===== src/rtl/tricam_line_scheduler_pkg.sv =====
// Shared state encoding, default parameters and sizing helpers for the tri-camera line scheduler.
package tricam_pkg;

  typedef enum logic [2:0] {
    S_IDLE      = 3'd0,
    S_FLUSH     = 3'd1,
    S_WAIT_LINE = 3'd2,
    S_READ      = 3'd3,
    S_GAP       = 3'd4,
    S_ABORT     = 3'd5
  } state_e;

  localparam int LINE_N_DEF   = 505;
  localparam int PIXEL_N_DEF  = 708;
  localparam int GAP_N_DEF    = 16;
  localparam int SKEW_TMO_DEF = 4096;
  localparam int FLUSH_N_DEF  = 8;
  localparam int CNT_W_DEF    = 11;
  localparam int LINE_IDX_W   = 10;

  // Width of a counter that runs 0 .. limit-1, never narrower than one bit.
  function automatic int cnt_w(input int limit);
    return (limit > 1) ? $clog2(limit) : 1;
  endfunction

  function automatic int max3(input int a, input int b, input int c);
    int m;
    m = (a > b) ? a : b;
    return (m > c) ? m : c;
  endfunction

endpackage


===== src/rtl/tricam_line_scheduler_if.sv =====
// FIFO-side and Camera Link-side signals around the scheduler; the scheduler is the master.
interface tricam_line_scheduler_if #(
  parameter int CNT_W = tricam_pkg::CNT_W_DEF
);
  import tricam_pkg::*;

  logic                  I_en;
  logic                  I_frame_start;
  logic                  I_err_clr;
  logic [CNT_W-1:0]      I_C1_rd_cnt;
  logic [CNT_W-1:0]      I_C2_rd_cnt;
  logic [CNT_W-1:0]      I_C3_rd_cnt;
  logic                  O_fifo_rden;
  logic                  O_fifo_rst;
  logic                  O_CM_Fval;
  logic                  O_CM_Lval;
  logic                  O_CM_Dval;
  logic [LINE_IDX_W-1:0] O_line_idx;
  logic                  O_skew_err;
  logic                  O_busy;

  modport master (
    input  I_en, I_frame_start, I_err_clr, I_C1_rd_cnt, I_C2_rd_cnt, I_C3_rd_cnt,
    output O_fifo_rden, O_fifo_rst, O_CM_Fval, O_CM_Lval, O_CM_Dval,
           O_line_idx, O_skew_err, O_busy
  );

  modport slave (
    output I_en, I_frame_start, I_err_clr, I_C1_rd_cnt, I_C2_rd_cnt, I_C3_rd_cnt,
    input  O_fifo_rden, O_fifo_rst, O_CM_Fval, O_CM_Lval, O_CM_Dval,
           O_line_idx, O_skew_err, O_busy
  );

endinterface


===== src/rtl/tricam_line_scheduler_cl_timing_gen.sv =====
// Registers the Camera Link valids: Lval/Dval follow the FIFO read enable by one cycle
// (read latency of the non-FWFT FIFOs), Fval is a set/clear flag steered by the scheduler.
module cl_timing_gen (
  input  logic clk,
  input  logic rst_n,
  input  logic rden,
  input  logic fval_set,
  input  logic fval_clr,
  output logic fval,
  output logic lval,
  output logic dval
);

  logic fval_q, fval_d;
  logic lval_q, lval_d;
  logic dval_q, dval_d;

  // Next-value logic: clear has priority so the frame can always be closed.
  always_comb begin
    fval_d = fval_q;
    if (fval_set) fval_d = 1'b1;
    if (fval_clr) fval_d = 1'b0;
    lval_d = rden;
    dval_d = rden;
  end

  // Valid registers, dropped by reset on the next edge.
  always_ff @(posedge clk) begin
    if (!rst_n) begin
      fval_q <= 1'b0;
      lval_q <= 1'b0;
      dval_q <= 1'b0;
    end else begin
      fval_q <= fval_d;
      lval_q <= lval_d;
      dval_q <= dval_d;
    end
  end

  assign fval = fval_q;
  assign lval = lval_q;
  assign dval = dval_q;

endmodule


===== src/rtl/tricam_line_scheduler.sv =====
// Tri-camera line scheduler: waits until all three channel FIFOs hold a full line, then bursts
// one line out of them in lockstep, and aborts the frame if the channels drift apart too long.
module tricam_line_scheduler
  import tricam_pkg::*;
#(
  parameter int LINE_N   = LINE_N_DEF,
  parameter int PIXEL_N  = PIXEL_N_DEF,
  parameter int GAP_N    = GAP_N_DEF,
  parameter int SKEW_TMO = SKEW_TMO_DEF,
  parameter int FLUSH_N  = FLUSH_N_DEF,
  parameter int CNT_W    = CNT_W_DEF
) (
  input logic                     I_CM_Clk,
  input logic                     I_rstn,
  tricam_line_scheduler_if.master bus
);

  localparam int PHASE_W = cnt_w(max3(FLUSH_N, PIXEL_N, GAP_N));
  localparam int SKEW_W  = cnt_w(SKEW_TMO);
  localparam int LINE_W  = cnt_w(LINE_N);

  localparam logic [PHASE_W-1:0] FLUSH_LAST = PHASE_W'(FLUSH_N - 1);
  localparam logic [PHASE_W-1:0] READ_LAST  = PHASE_W'(PIXEL_N - 1);
  localparam logic [PHASE_W-1:0] GAP_LAST   = PHASE_W'(GAP_N - 1);
  localparam logic [SKEW_W-1:0]  SKEW_LAST  = SKEW_W'(SKEW_TMO - 1);
  localparam logic [LINE_W-1:0]  LINE_LAST  = LINE_W'(LINE_N - 1);
  localparam logic [CNT_W-1:0]   PIX_THR    = CNT_W'(PIXEL_N);

  state_e              state_q, state_d;
  logic [PHASE_W-1:0]  cnt_q, cnt_d;
  logic [SKEW_W-1:0]   skew_q, skew_d;
  logic [LINE_W-1:0]   line_q, line_d;
  logic                err_q, err_d;
  logic                in_reset_q, in_reset_d;
  logic                fval_set, fval_clr;
  logic                c1_full, c2_full, c3_full, all_full, any_full;

  assign c1_full  = (bus.I_C1_rd_cnt >= PIX_THR);
  assign c2_full  = (bus.I_C2_rd_cnt >= PIX_THR);
  assign c3_full  = (bus.I_C3_rd_cnt >= PIX_THR);
  assign all_full = c1_full & c2_full & c3_full;
  assign any_full = c1_full | c2_full | c3_full;

  // Next-state, phase/skew/line counters, sticky error and Fval steering.
  always_comb begin
    state_d    = state_q;
    cnt_d      = '0;
    skew_d     = '0;
    line_d     = line_q;
    err_d      = err_q;
    in_reset_d = 1'b0;
    fval_set   = 1'b0;
    fval_clr   = 1'b0;
    if (bus.I_err_clr) err_d = 1'b0;
    case (state_q)
      S_IDLE: begin
        if (bus.I_frame_start && bus.I_en) begin
          state_d = S_FLUSH;
          line_d  = '0;
        end
      end
      S_FLUSH: begin
        line_d = '0;
        if (cnt_q == FLUSH_LAST) state_d = S_WAIT_LINE;
        else                     cnt_d   = cnt_q + PHASE_W'(1);
      end
      S_WAIT_LINE: begin
        if (all_full) begin
          state_d = S_READ;
          if (line_q == '0) fval_set = 1'b1;
        end else if (any_full) begin
          if (skew_q == SKEW_LAST) begin
            state_d  = S_ABORT;
            err_d    = 1'b1;
            fval_clr = 1'b1;
          end else begin
            skew_d = skew_q + SKEW_W'(1);
          end
        end
      end
      S_READ: begin
        if (cnt_q == READ_LAST) state_d = S_GAP;
        else                    cnt_d   = cnt_q + PHASE_W'(1);
      end
      S_GAP: begin
        if (cnt_q == GAP_LAST) begin
          if (line_q == LINE_LAST) begin
            state_d  = S_IDLE;
            fval_clr = 1'b1;
          end else begin
            line_d  = line_q + LINE_W'(1);
            state_d = S_WAIT_LINE;
          end
        end else begin
          cnt_d = cnt_q + PHASE_W'(1);
        end
      end
      S_ABORT: begin
        if (cnt_q == FLUSH_LAST) state_d = S_IDLE;
        else                     cnt_d   = cnt_q + PHASE_W'(1);
      end
      default: state_d = S_IDLE;
    endcase
  end

  // State and datapath registers; reset parks the scheduler idle with the FIFOs held in reset.
  always_ff @(posedge I_CM_Clk) begin
    if (!I_rstn) begin
      state_q    <= S_IDLE;
      cnt_q      <= '0;
      skew_q     <= '0;
      line_q     <= '0;
      err_q      <= 1'b0;
      in_reset_q <= 1'b1;
    end else begin
      state_q    <= state_d;
      cnt_q      <= cnt_d;
      skew_q     <= skew_d;
      line_q     <= line_d;
      err_q      <= err_d;
      in_reset_q <= in_reset_d;
    end
  end

  cl_timing_gen u_cl_timing_gen (
    .clk      (I_CM_Clk),
    .rst_n    (I_rstn),
    .rden     (bus.O_fifo_rden),
    .fval_set (fval_set),
    .fval_clr (fval_clr),
    .fval     (bus.O_CM_Fval),
    .lval     (bus.O_CM_Lval),
    .dval     (bus.O_CM_Dval)
  );

  assign bus.O_fifo_rden = (state_q == S_READ);
  assign bus.O_fifo_rst  = in_reset_q | (state_q == S_FLUSH) | (state_q == S_ABORT);
  assign bus.O_busy      = (state_q != S_IDLE);
  assign bus.O_skew_err  = err_q;
  assign bus.O_line_idx  = LINE_IDX_W'(line_q);

endmodule


===== src/flat_wrapper.sv =====
// flat-port wrapper written by rule: the top's interface ports become plain ports
module tricam_line_scheduler_flat import tricam_pkg::*;
#(
  parameter int LINE_N   = LINE_N_DEF,
  parameter int PIXEL_N  = PIXEL_N_DEF,
  parameter int GAP_N    = GAP_N_DEF,
  parameter int SKEW_TMO = SKEW_TMO_DEF,
  parameter int FLUSH_N  = FLUSH_N_DEF,
  parameter int CNT_W    = CNT_W_DEF
)
  (I_CM_Clk, I_rstn, bus_I_en, bus_I_frame_start, bus_I_err_clr, bus_I_C1_rd_cnt, bus_I_C2_rd_cnt, bus_I_C3_rd_cnt, bus_O_fifo_rden, bus_O_fifo_rst, bus_O_CM_Fval, bus_O_CM_Lval, bus_O_CM_Dval, bus_O_line_idx, bus_O_skew_err, bus_O_busy);
  tricam_line_scheduler_if #(.CNT_W(CNT_W)) bus_i ();
  input logic I_CM_Clk;
  input logic I_rstn;
  input wire logic [$bits(bus_i.I_en)-1:0] bus_I_en;
  input wire logic [$bits(bus_i.I_frame_start)-1:0] bus_I_frame_start;
  input wire logic [$bits(bus_i.I_err_clr)-1:0] bus_I_err_clr;
  input wire logic [$bits(bus_i.I_C1_rd_cnt)-1:0] bus_I_C1_rd_cnt;
  input wire logic [$bits(bus_i.I_C2_rd_cnt)-1:0] bus_I_C2_rd_cnt;
  input wire logic [$bits(bus_i.I_C3_rd_cnt)-1:0] bus_I_C3_rd_cnt;
  output wire logic [$bits(bus_i.O_fifo_rden)-1:0] bus_O_fifo_rden;
  output wire logic [$bits(bus_i.O_fifo_rst)-1:0] bus_O_fifo_rst;
  output wire logic [$bits(bus_i.O_CM_Fval)-1:0] bus_O_CM_Fval;
  output wire logic [$bits(bus_i.O_CM_Lval)-1:0] bus_O_CM_Lval;
  output wire logic [$bits(bus_i.O_CM_Dval)-1:0] bus_O_CM_Dval;
  output wire logic [$bits(bus_i.O_line_idx)-1:0] bus_O_line_idx;
  output wire logic [$bits(bus_i.O_skew_err)-1:0] bus_O_skew_err;
  output wire logic [$bits(bus_i.O_busy)-1:0] bus_O_busy;
  assign bus_i.I_en = bus_I_en;
  assign bus_i.I_frame_start = bus_I_frame_start;
  assign bus_i.I_err_clr = bus_I_err_clr;
  assign bus_i.I_C1_rd_cnt = bus_I_C1_rd_cnt;
  assign bus_i.I_C2_rd_cnt = bus_I_C2_rd_cnt;
  assign bus_i.I_C3_rd_cnt = bus_I_C3_rd_cnt;
  assign bus_O_fifo_rden = bus_i.O_fifo_rden;
  assign bus_O_fifo_rst = bus_i.O_fifo_rst;
  assign bus_O_CM_Fval = bus_i.O_CM_Fval;
  assign bus_O_CM_Lval = bus_i.O_CM_Lval;
  assign bus_O_CM_Dval = bus_i.O_CM_Dval;
  assign bus_O_line_idx = bus_i.O_line_idx;
  assign bus_O_skew_err = bus_i.O_skew_err;
  assign bus_O_busy = bus_i.O_busy;
  tricam_line_scheduler #(.LINE_N(LINE_N), .PIXEL_N(PIXEL_N), .GAP_N(GAP_N), .SKEW_TMO(SKEW_TMO), .FLUSH_N(FLUSH_N), .CNT_W(CNT_W)) u_core (.I_CM_Clk(I_CM_Clk), .I_rstn(I_rstn), .bus(bus_i));
endmodule

===== config.mk =====
export PLATFORM = sky130hd
export DESIGN_NAME = tricam_line_scheduler_flat
export DESIGN_NICKNAME = d
export VERILOG_FILES = /design/src/rtl/tricam_line_scheduler_pkg.sv /design/src/rtl/tricam_line_scheduler_if.sv /design/src/rtl/tricam_line_scheduler_cl_timing_gen.sv /design/src/rtl/tricam_line_scheduler.sv /design/src/flat_wrapper.sv
export SDC_FILE = /design/constraint.sdc
export NUM_CORES = 1
export LEC_CHECK = 0
export ABC_CLOCK_PERIOD_IN_PS = 2000
export BUFFER_PORTS_ARGS = -buffer_cell sky130_fd_sc_hd__buf_2
export CORE_MARGIN = 8
export CORE_UTILIZATION = 47
export DETAILED_ROUTE_END_ITERATION = 10
export PLACE_DENSITY = 0.79
export SETUP_SLACK_MARGIN = 0.5
export SLEW_MARGIN = 20
export SYNTH_ARGS = -nofsm -noshare
export SYNTH_HDL_FRONTEND = slang
export SYNTH_HIERARCHICAL = 1
export SYNTH_SLANG_ARGS = --single-unit
export TNS_END_PERCENT = 100

===== constraint.sdc =====
create_clock -name I_CM_Clk -period 2 [get_ports I_CM_Clk]
set_clock_uncertainty 0.05 [all_clocks]
set_input_delay 0.4 -clock I_CM_Clk [delete_from_list [all_inputs] [get_ports I_CM_Clk]]
set_output_delay 0.4 -clock I_CM_Clk [all_outputs]
set_load 0.03 [all_outputs]

==> impl_metrics.json, run 1 <==
{
  "outcome": "completed",
  "worst-setup-path-type": "reg -> reg",
  "ctsHtreeMaxLevel": 2,
  "drc": 0,
  "intPower_mw": 1.518,
  "post-route-period-util_pct": 93.22,
  "n_antenna_cell": 0,
  "vdd_drop_max_v": 0.0005268,
  "wire_per_inst_microns": 16.19,
  "yosysWarnings": 6,
  "cts_sinks": 38,
  "crit_arrival_ps": 2010,
  "grt_pass1_wl_microns": 9597,
  "p_clk_share_pct": 22.4,
  "holdBufCountCts": 0,
  "cts_root_buffer": "clkbuf_8",
  "grt_pass1_vias": 2230,
  "p_per_area_nw_per_um2": 780.4,
  "cts_tree": "built",
  "worst_pin_slew_ps": 681.6,
  "hold_viol": 0,
  "synth-main-ff-cell": "dfxtp_1",
  "via_count": 2194,
  "worstPathRequired_ps": 2140,
  "die_h_microns": 81.20,
  "avgSynthCellArea_sq_um": 8.025,
  "track_usage_pct": 18.15,
  "final_max_slew_viol_count": 0,
  "p_sw_share_pct": 36.62,
  "synthCells": 249,
  "ys_seq_elements": 38,
  "coreArea_sq_um": 4058,
  "post-place-ws_ps": 51.47,
  "grt_max_degree": 14,
  "fin_ws_ps": 135.6,
  "clk_path_buf_depth": 2,
  "port_buffers": 47,
  "seqCellArea_sq_um": 794.5,
  "nets": 376,
  "seq_power_share_pct": 36.6,
  "ant_nets": 0,
  "comb_power_share_pct": 41.0,
  "wl_microns": 6233,
  "synth.distinct_cells": 45,
  "initial_core_util_pct": 49.24,
  "synth-edff-count": 0,
  "layout_common_cells": "44 x buf_2, 32 x buf_4, 24 x nor2_1",
  "dp_hpwl_microns": 3758,
  "cts_inserted_buffers": 5,
  "antenna_found_initial": 0,
  "place_congestion": 0.8482,
  "setup_viol": 0,
  "power.total_mw": 2.395,
  "clkLatencyLatePin_ps": 290,
  "drtPass1Iterations": 5,
  "rsz0062_at_grt": "true",
  "worstHoldPathType": "in -> reg",
  "syn2layout_area_growth_pct": 53.60,
  "drive_gt1_share_pct": 50.45,
  "cp_max_fo": 4,
  "clkTransAtPathRegs_ps": 80,
  "multi_input_area_sq_um": 1501,
  "chipWidth_microns": 81.20,
  "async_flop_share_pct": 0,
  "critPathCaptureType": "flip-flop",
  "drt_iter0_drc": 203,
  "via_per_inst": 5.699,
  "fmax_ghz": 0.5364,
  "fin_hold_ws_ps": 393.6,
  "max_cap_violations": 0,
  "die-area_sq_um": 6593,
  "dp.cells": 353,
  "syn_nets": 291,
  "final_common_cell": "buf_2",
  "switchingPower_mw": 0.8770,
  "period_needed_ps": 1864,
  "slew_headroom_pct": 54.28,
  "fillers": 296,
  "syn_area_sq_um": 1998,
  "power.leakage_nw": 1.164,
  "rows": 23,
  "tns_ps": 0,
  "io_pins": 55,
  "layout.cells.non_filler": 385,
  "yosysSeqAreaShare_pct": 38.07,
  "worst_setup_path_start_kind": "flip-flop",
  "grt_overflow": 0
}
[path summary, 6_finish.rpt]
check,startpoint,to,slack (ps),depth (start not counted)
max,u_core/cnt_q[7],u_core/cnt_q[2],140,6
min,I_rstn,u_core/in_reset_q,390,2
min reg2reg,u_core/skew_q[0],u_core/skew_q[0],400,1
max reg2reg,u_core/cnt_q[7],u_core/cnt_q[2],140,6
[routing by layer]
metal  share of wire [%]  track usage, %  up-vias
met5                   0               0        -
met4                 1.9           8.036        0
met1                  37           19.50     1047
met3                 6.0           4.746       14
met2                  55           32.64       75
li1                    -               -     1058
[final cells by class]
class                      instances  area share (%)
clock buffer                       5           2.242
clock inverter                     3          0.6930
inverter                           9           1.182
multi-input combinational        193           48.92
sequential                        38           25.89
tap                               50           2.038
timing repair buffer              87           19.04
[power by group through the flow]
stage / combinational [mW] / clock (mW) / sequential [mW]
final: 0.981 / 0.537 / 0.877
after floorplan: 0.398 / 0 / 0.873
after CTS: 0.853 / 0.553 / 0.866
after global placement: 0.608 / 0 / 0.864
after detailed placement: 0.613 / 0 / 0.868
after global routing: 1.05 / 0.595 / 0.882
[what timing repair did]
| action | 4_1_cts | 5_1_grt |
|---|---|---|
| cloned | 0 | 1 |
| endpoints found under the setup margin | 39 | 40 |
| pin swaps | 22 | 17 |
| buffers inserted | 15 | 8 |
| gates resized for setup | 56 | 38 |
[kinds of logic (layout without fill, tap and decap cells)]
kind of cell / Yosys count / after routing / share of synthesized area [%]
adders and majority gates: 4 / 4 / 2.505
DFF: 38 / 38 / 38.07
other: 1 / 1 / 0.1877
AOI/OAI and AO/OA: 44 / 44 / 14.65
buffers and inverters: 18 / 104 / 3.945
and+or+nand+nor: 124 / 124 / 31.87
xor gates and xnor gates: 20 / 20 / 8.766
[synthesized netlist by cell type, drive strengths merged, types with 7 or more instances]
| master | number | area [sq um] |
|---|---|---|
| dfxtp | 38 | 760.7 |
| nand3 | 22 | 115.1 |
| xnor2 | 10 | 87.58 |
| nand2 | 18 | 67.56 |
| and3 | 7 | 43.79 |
| or3 | 9 | 56.30 |
| xor2 | 10 | 87.58 |
| o21ai | 12 | 63.81 |
| nor2 | 38 | 142.6 |
| a21oi | 13 | 65.06 |
| inv | 9 | 33.78 |
[state kept, by name, summed over array words and instances (netlist names)]
register	cells
u_core/skew_q	12
u_core/cnt_q	10
u_core/line_q	9
u_core/state_q	3
u_core/bus.O_skew_err	1
u_core/in_reset_q	1
u_core/u_cl_timing_gen/dval	1
u_core/u_cl_timing_gen/fval	1
[through the flow]
step	cell area, sq um	utilization (%)
6_report	3069	75.64
5_1_grt	3069	75.64
4_1_cts	2864	70.58
3_5_place_dp	2454	60.47
3_3_place_gp	2454	60.47
2_1_floorplan	2096	-
[critical path, stage by stage, from the launching register on]
cell and delay (ps):
dfxtp_2 350, or3_4 400, o41ai_4 420, o22ai_2 140
o21ai_2 200, buf_4 160, nor2_1 40
(Power assumes the default switching activity.)
==> run 2: changes to the inputs <==
--- a/config.mk
+++ b/config.mk
@@ -5,10 +5,12 @@
 export SDC_FILE = /design/constraint.sdc
 export NUM_CORES = 1
 export LEC_CHECK = 0
-export ABC_CLOCK_PERIOD_IN_PS = 2000
+export ABC_AREA = 1
+export ABC_CLOCK_PERIOD_IN_PS = 1600
 export BUFFER_PORTS_ARGS = -buffer_cell sky130_fd_sc_hd__buf_2
+export CORE_ASPECT_RATIO = 1.4
 export CORE_MARGIN = 8
-export CORE_UTILIZATION = 47
+export CORE_UTILIZATION = 48
 export DETAILED_ROUTE_END_ITERATION = 10
 export PLACE_DENSITY = 0.79
 export SETUP_SLACK_MARGIN = 0.5
==> constraint.sdc (replaced) <==
create_clock -name I_CM_Clk -period 1.6 [get_ports I_CM_Clk]
set_clock_uncertainty 0.05 [all_clocks]
set_input_delay 0.32 -clock I_CM_Clk [delete_from_list [all_inputs] [get_ports I_CM_Clk]]
set_output_delay 0.32 -clock I_CM_Clk [all_outputs]
set_load 0.03 [all_outputs]
==> run 2 against run 1 <==
Net effect: the flow now finishes with violations (setup timing); combinational power grew to 2.9 times the previous value; via count increased by 38%; critical path depth increased by 6; sequential power rose by 35%; largest power group unchanged; sequential cell count stayed put; worst hold slack worse by 70 ps; critical path type unchanged; total power rose by 110%; global-route usage grew 6.3 points.
==> impl_metrics.json, run 2 <==
{
  "via_per_inst": 6.192,
  "cts_sinks": 38,
  "crit_path_frequent_cell": "nand2_2",
  "power.total_mw": 5.081,
  "post-route-period-util_pct": 119.8,
  "synthCells": 301,
  "dp.cells": 450,
  "synth-xor-area-share_pct": 5.678,
  "dp_hpwl_microns": 4307,
  "layout_common_cells": "60 x buf_4, 44 x nand2_1, 42 x nor2_1",
  "p_sw_share_pct": 42.61,
  "chipWidth_microns": 72.69,
  "setup_viol": 30,
  "yosys.cell_count.top_type": "nand2_1",
  "worstHoldPathType": "in -> reg",
  "yosysSeqAreaShare_pct": 35.23,
  "synth.distinct_cells": 38,
  "violations": "setup timing",
  "hold_viol": 0,
  "tns_ps": -6336,
  "ys_top_cells_by_area": "dfxtp_1 35%, nand2_1 10%, nor2_1 9.9%",
  "syn_area_sq_um": 2160,
  "avgSynthCellArea_sq_um": 7.175,
  "rsz0062_at_grt": "true",
  "async_flop_share_pct": 0,
  "comb_power_share_pct": 56.1,
  "min_delay_path_depth": 2,
  "worstPathRequired_ps": 1760,
  "initial_core_util_pct": 48.78,
  "synth_commonest_cells": "58 x nand2_1, 57 x nor2_1, 38 x dfxtp_1, 38 x inv_1, 21 x nand3_1",
  "cts_inserted_buffers": 5,
  "yosysWarnings": 6,
  "ctsHtreeMaxLevel": 2,
  "layout.cells.non_filler": 490,
  "wl_microns": 11290,
  "place_area_sq_um": 2870,
  "clkTransAtPathRegs_ps": 80,
  "drive_gt1_share_pct": 55.61,
  "grt_max_degree": 13,
  "post-place-ws_ps": -104.3,
  "clk_path_buf_depth": 2,
  "grt_pass1_wl_microns": 13220,
  "seqCellArea_sq_um": 812.0,
  "nets": 469,
  "critPathCaptureType": "flip-flop",
  "rows": 29,
  "reg_top3": "u_core/skew_q (12), u_core/cnt_q (10), u_core/line_q (9)",
  "worstPathCellList": "ha_4 > nand2_2 > inv_2 > nand2_4 > nor3_4 > nand4_1 > nand3_2 > buf_6 > nand3_4 > nand2_2 > nand2_2 > nor2_1",
  "synthAdderAreaFrac_pct": 2.317,
  "syn2layout_area_growth_pct": 72.71,
  "final_common_cell": "buf_4",
  "fin_ws_ps": -316.2,
  "synth-main-ff-cell": "dfxtp_1",
  "largest_reg_flops": 12,
  "r2r_slack_ps": -320,
  "clkLatencyLatePin_ps": 310,
  "max_cap_violations": 0,
  "switchingPower_mw": 2.165,
  "die-area_sq_um": 6932,
  "crit_arrival_ps": 2080,
  "fillers": 194,
  "period_needed_ps": 1916,
  "ys_seq_elements": 38,
  "r2r_cells": 12,
  "die_h_microns": 95.37,
  "final_max_slew_viol_count": 0,
  "synth_top_family_by_area": "simple AND/OR/NAND/NOR gates",
  "p_per_area_nw_per_um2": 1362,
  "coreArea_sq_um": 4427,
  "cp_max_fo": 5,
  "muxShareOfSynthArea_pct": 0,
  "synth_top_area_share_pct": 35.23,
  "place_congestion": 0.8942,
  "grt_overflow": 0,
  "antenna_found_initial": 0,
  "grt_pass1_vias": 2771,
  "cts_tree": "built",
  "power.leakage_nw": 1.671,
  "via_count": 3034,
  "n_antenna_cell": 0,
  "design_area_sq_um": 3730,
  "drtPass1Iterations": 6,
  "largest-register": "u_core/skew_q",
  "wire_per_inst_microns": 23.03,
  "intPower_mw": 2.916,
  "io_pins": 55,
  "synth-edff-count": 0,
  "syn_nets": 343,
  "synthSimpleGateAreaFrac_pct": 39.17,
  "critPathMaxStageDelay_ps": 370,
  "r2r-end": "u_core/state_q[2]",
  "min_to": "u_core/in_reset_q",
  "seq_power_share_pct": 23.3,
  "p_clk_share_pct": 20.6,
  "cts_root_buffer": "clkbuf_8",
  "critPathSlowestCell": "dfxtp_2",
  "outcome": "complete, but fails checks",
  "drt_iter0_drc": 436,
  "port_buffers": 47,
  "ant_nets": 0,
  "yosys.area.top_type": "dfxtp_1",
  "worst-setup-path-type": "reg -> reg",
  "synth_compound_area_share_pct": 7.822,
  "fmax_ghz": 0.5219,
  "vdd_drop_max_v": 0.0008341,
  "min_from": "I_rstn",
  "r2r_start": "u_core/skew_q[1]",
  "drc": 0,
  "track_usage_pct": 24.45,
  "worst_setup_path_start_kind": "flip-flop",
  "multi_input_area_sq_um": 1551
}
run 2: cell count changes in the layout (fill, tap and decap cells not counted), sizes merged, moves of 9 or more:
cell,change
buf,+37
inv,+31
nand2,+42
nor2,+22
nor3,+11
or3,-9
run 2: worst max-delay path: cells and delay by family (launching register included):
family / cells / cell delay (ps)
adder cells (fa/ha/maj): 1 / 150
buffers and inverters: 2 / 220
AND/OR/NAND/NOR: 9 / 1030
flip-flops: 1 / 370
run 2: timing repair:
item                       CTS  global route
gates cloned                 1             0
setup endpoints to repair   52            52
resized for setup           93            42
pin swaps                   22            22
hold buffers                 0             0
setup buffers               16            15
run 2: cell families (layout without fill, tap and decap cells):
| family | after synthesis | in the layout |
|---|---|---|
| AOI/OAI and AO/OA | 23 | 23 |
| adders and majority gates | 4 | 4 |
| xor gates and xnor gates | 14 | 14 |
| buffers and inverters | 47 | 173 |
| and+or+nand+nor | 174 | 175 |
| other | 1 | 1 |
| DFF | 38 | 38 |
run 2: how the worst max path moves through the flow:
stage,end,from,depth (start not counted)
after floorplan,u_core/line_q[3],u_core/cnt_q[1],11
after global placement,u_core/line_q[3],u_core/cnt_q[1],10
after detailed placement,u_core/line_q[0],u_core/cnt_q[1],9
after CTS,u_core/line_q[0],u_core/cnt_q[0],9
after global routing,u_core/state_q[2],u_core/skew_q[1],12
final,u_core/state_q[2],u_core/skew_q[1],12
run 2: area by class of cell:
class                      count  share of cell area (%)
multi-input combinational    217                   41.60
sequential                    38                   21.77
tap                           62                   2.080
clock inverter                 2                   1.610
inverter                      41                   4.529
timing repair buffer         124                   26.20
clock buffer                   6                   2.214
run 2: through the flow:
stage / hold slack (ps) / utilization, %
floorplan: 347.1 / -
global placement: 396.6 / 64.84
detailed placement: 400.1 / 64.84
CTS: 219.0 / 78.24
global route: 328.3 / 84.26
finish: 323.6 / 84.26
run 2: per-layer routing:
metal | track usage (%) | wire length [microns] | vias up
met5 | 0 | 0 | -
met4 | 18.09 | 1050 | 0
met3 | 6.105 | 1330 | 106
met2 | 44.91 | 5254 | 323
met1 | 22.72 | 3652 | 1397
li1 | - | - | 1208
run 2: power groups by stage:
stage | clock [mW] | combinational (mW) | sequential (mW)
floorplan | 0 | 1.06 | 1.15
global placement | 0 | 1.52 | 1.14
detailed placement | 0 | 1.56 | 1.15
CTS | 1.02 | 2.06 | 1.16
global route | 1.10 | 2.90 | 1.19
finish | 1.05 | 2.85 | 1.18
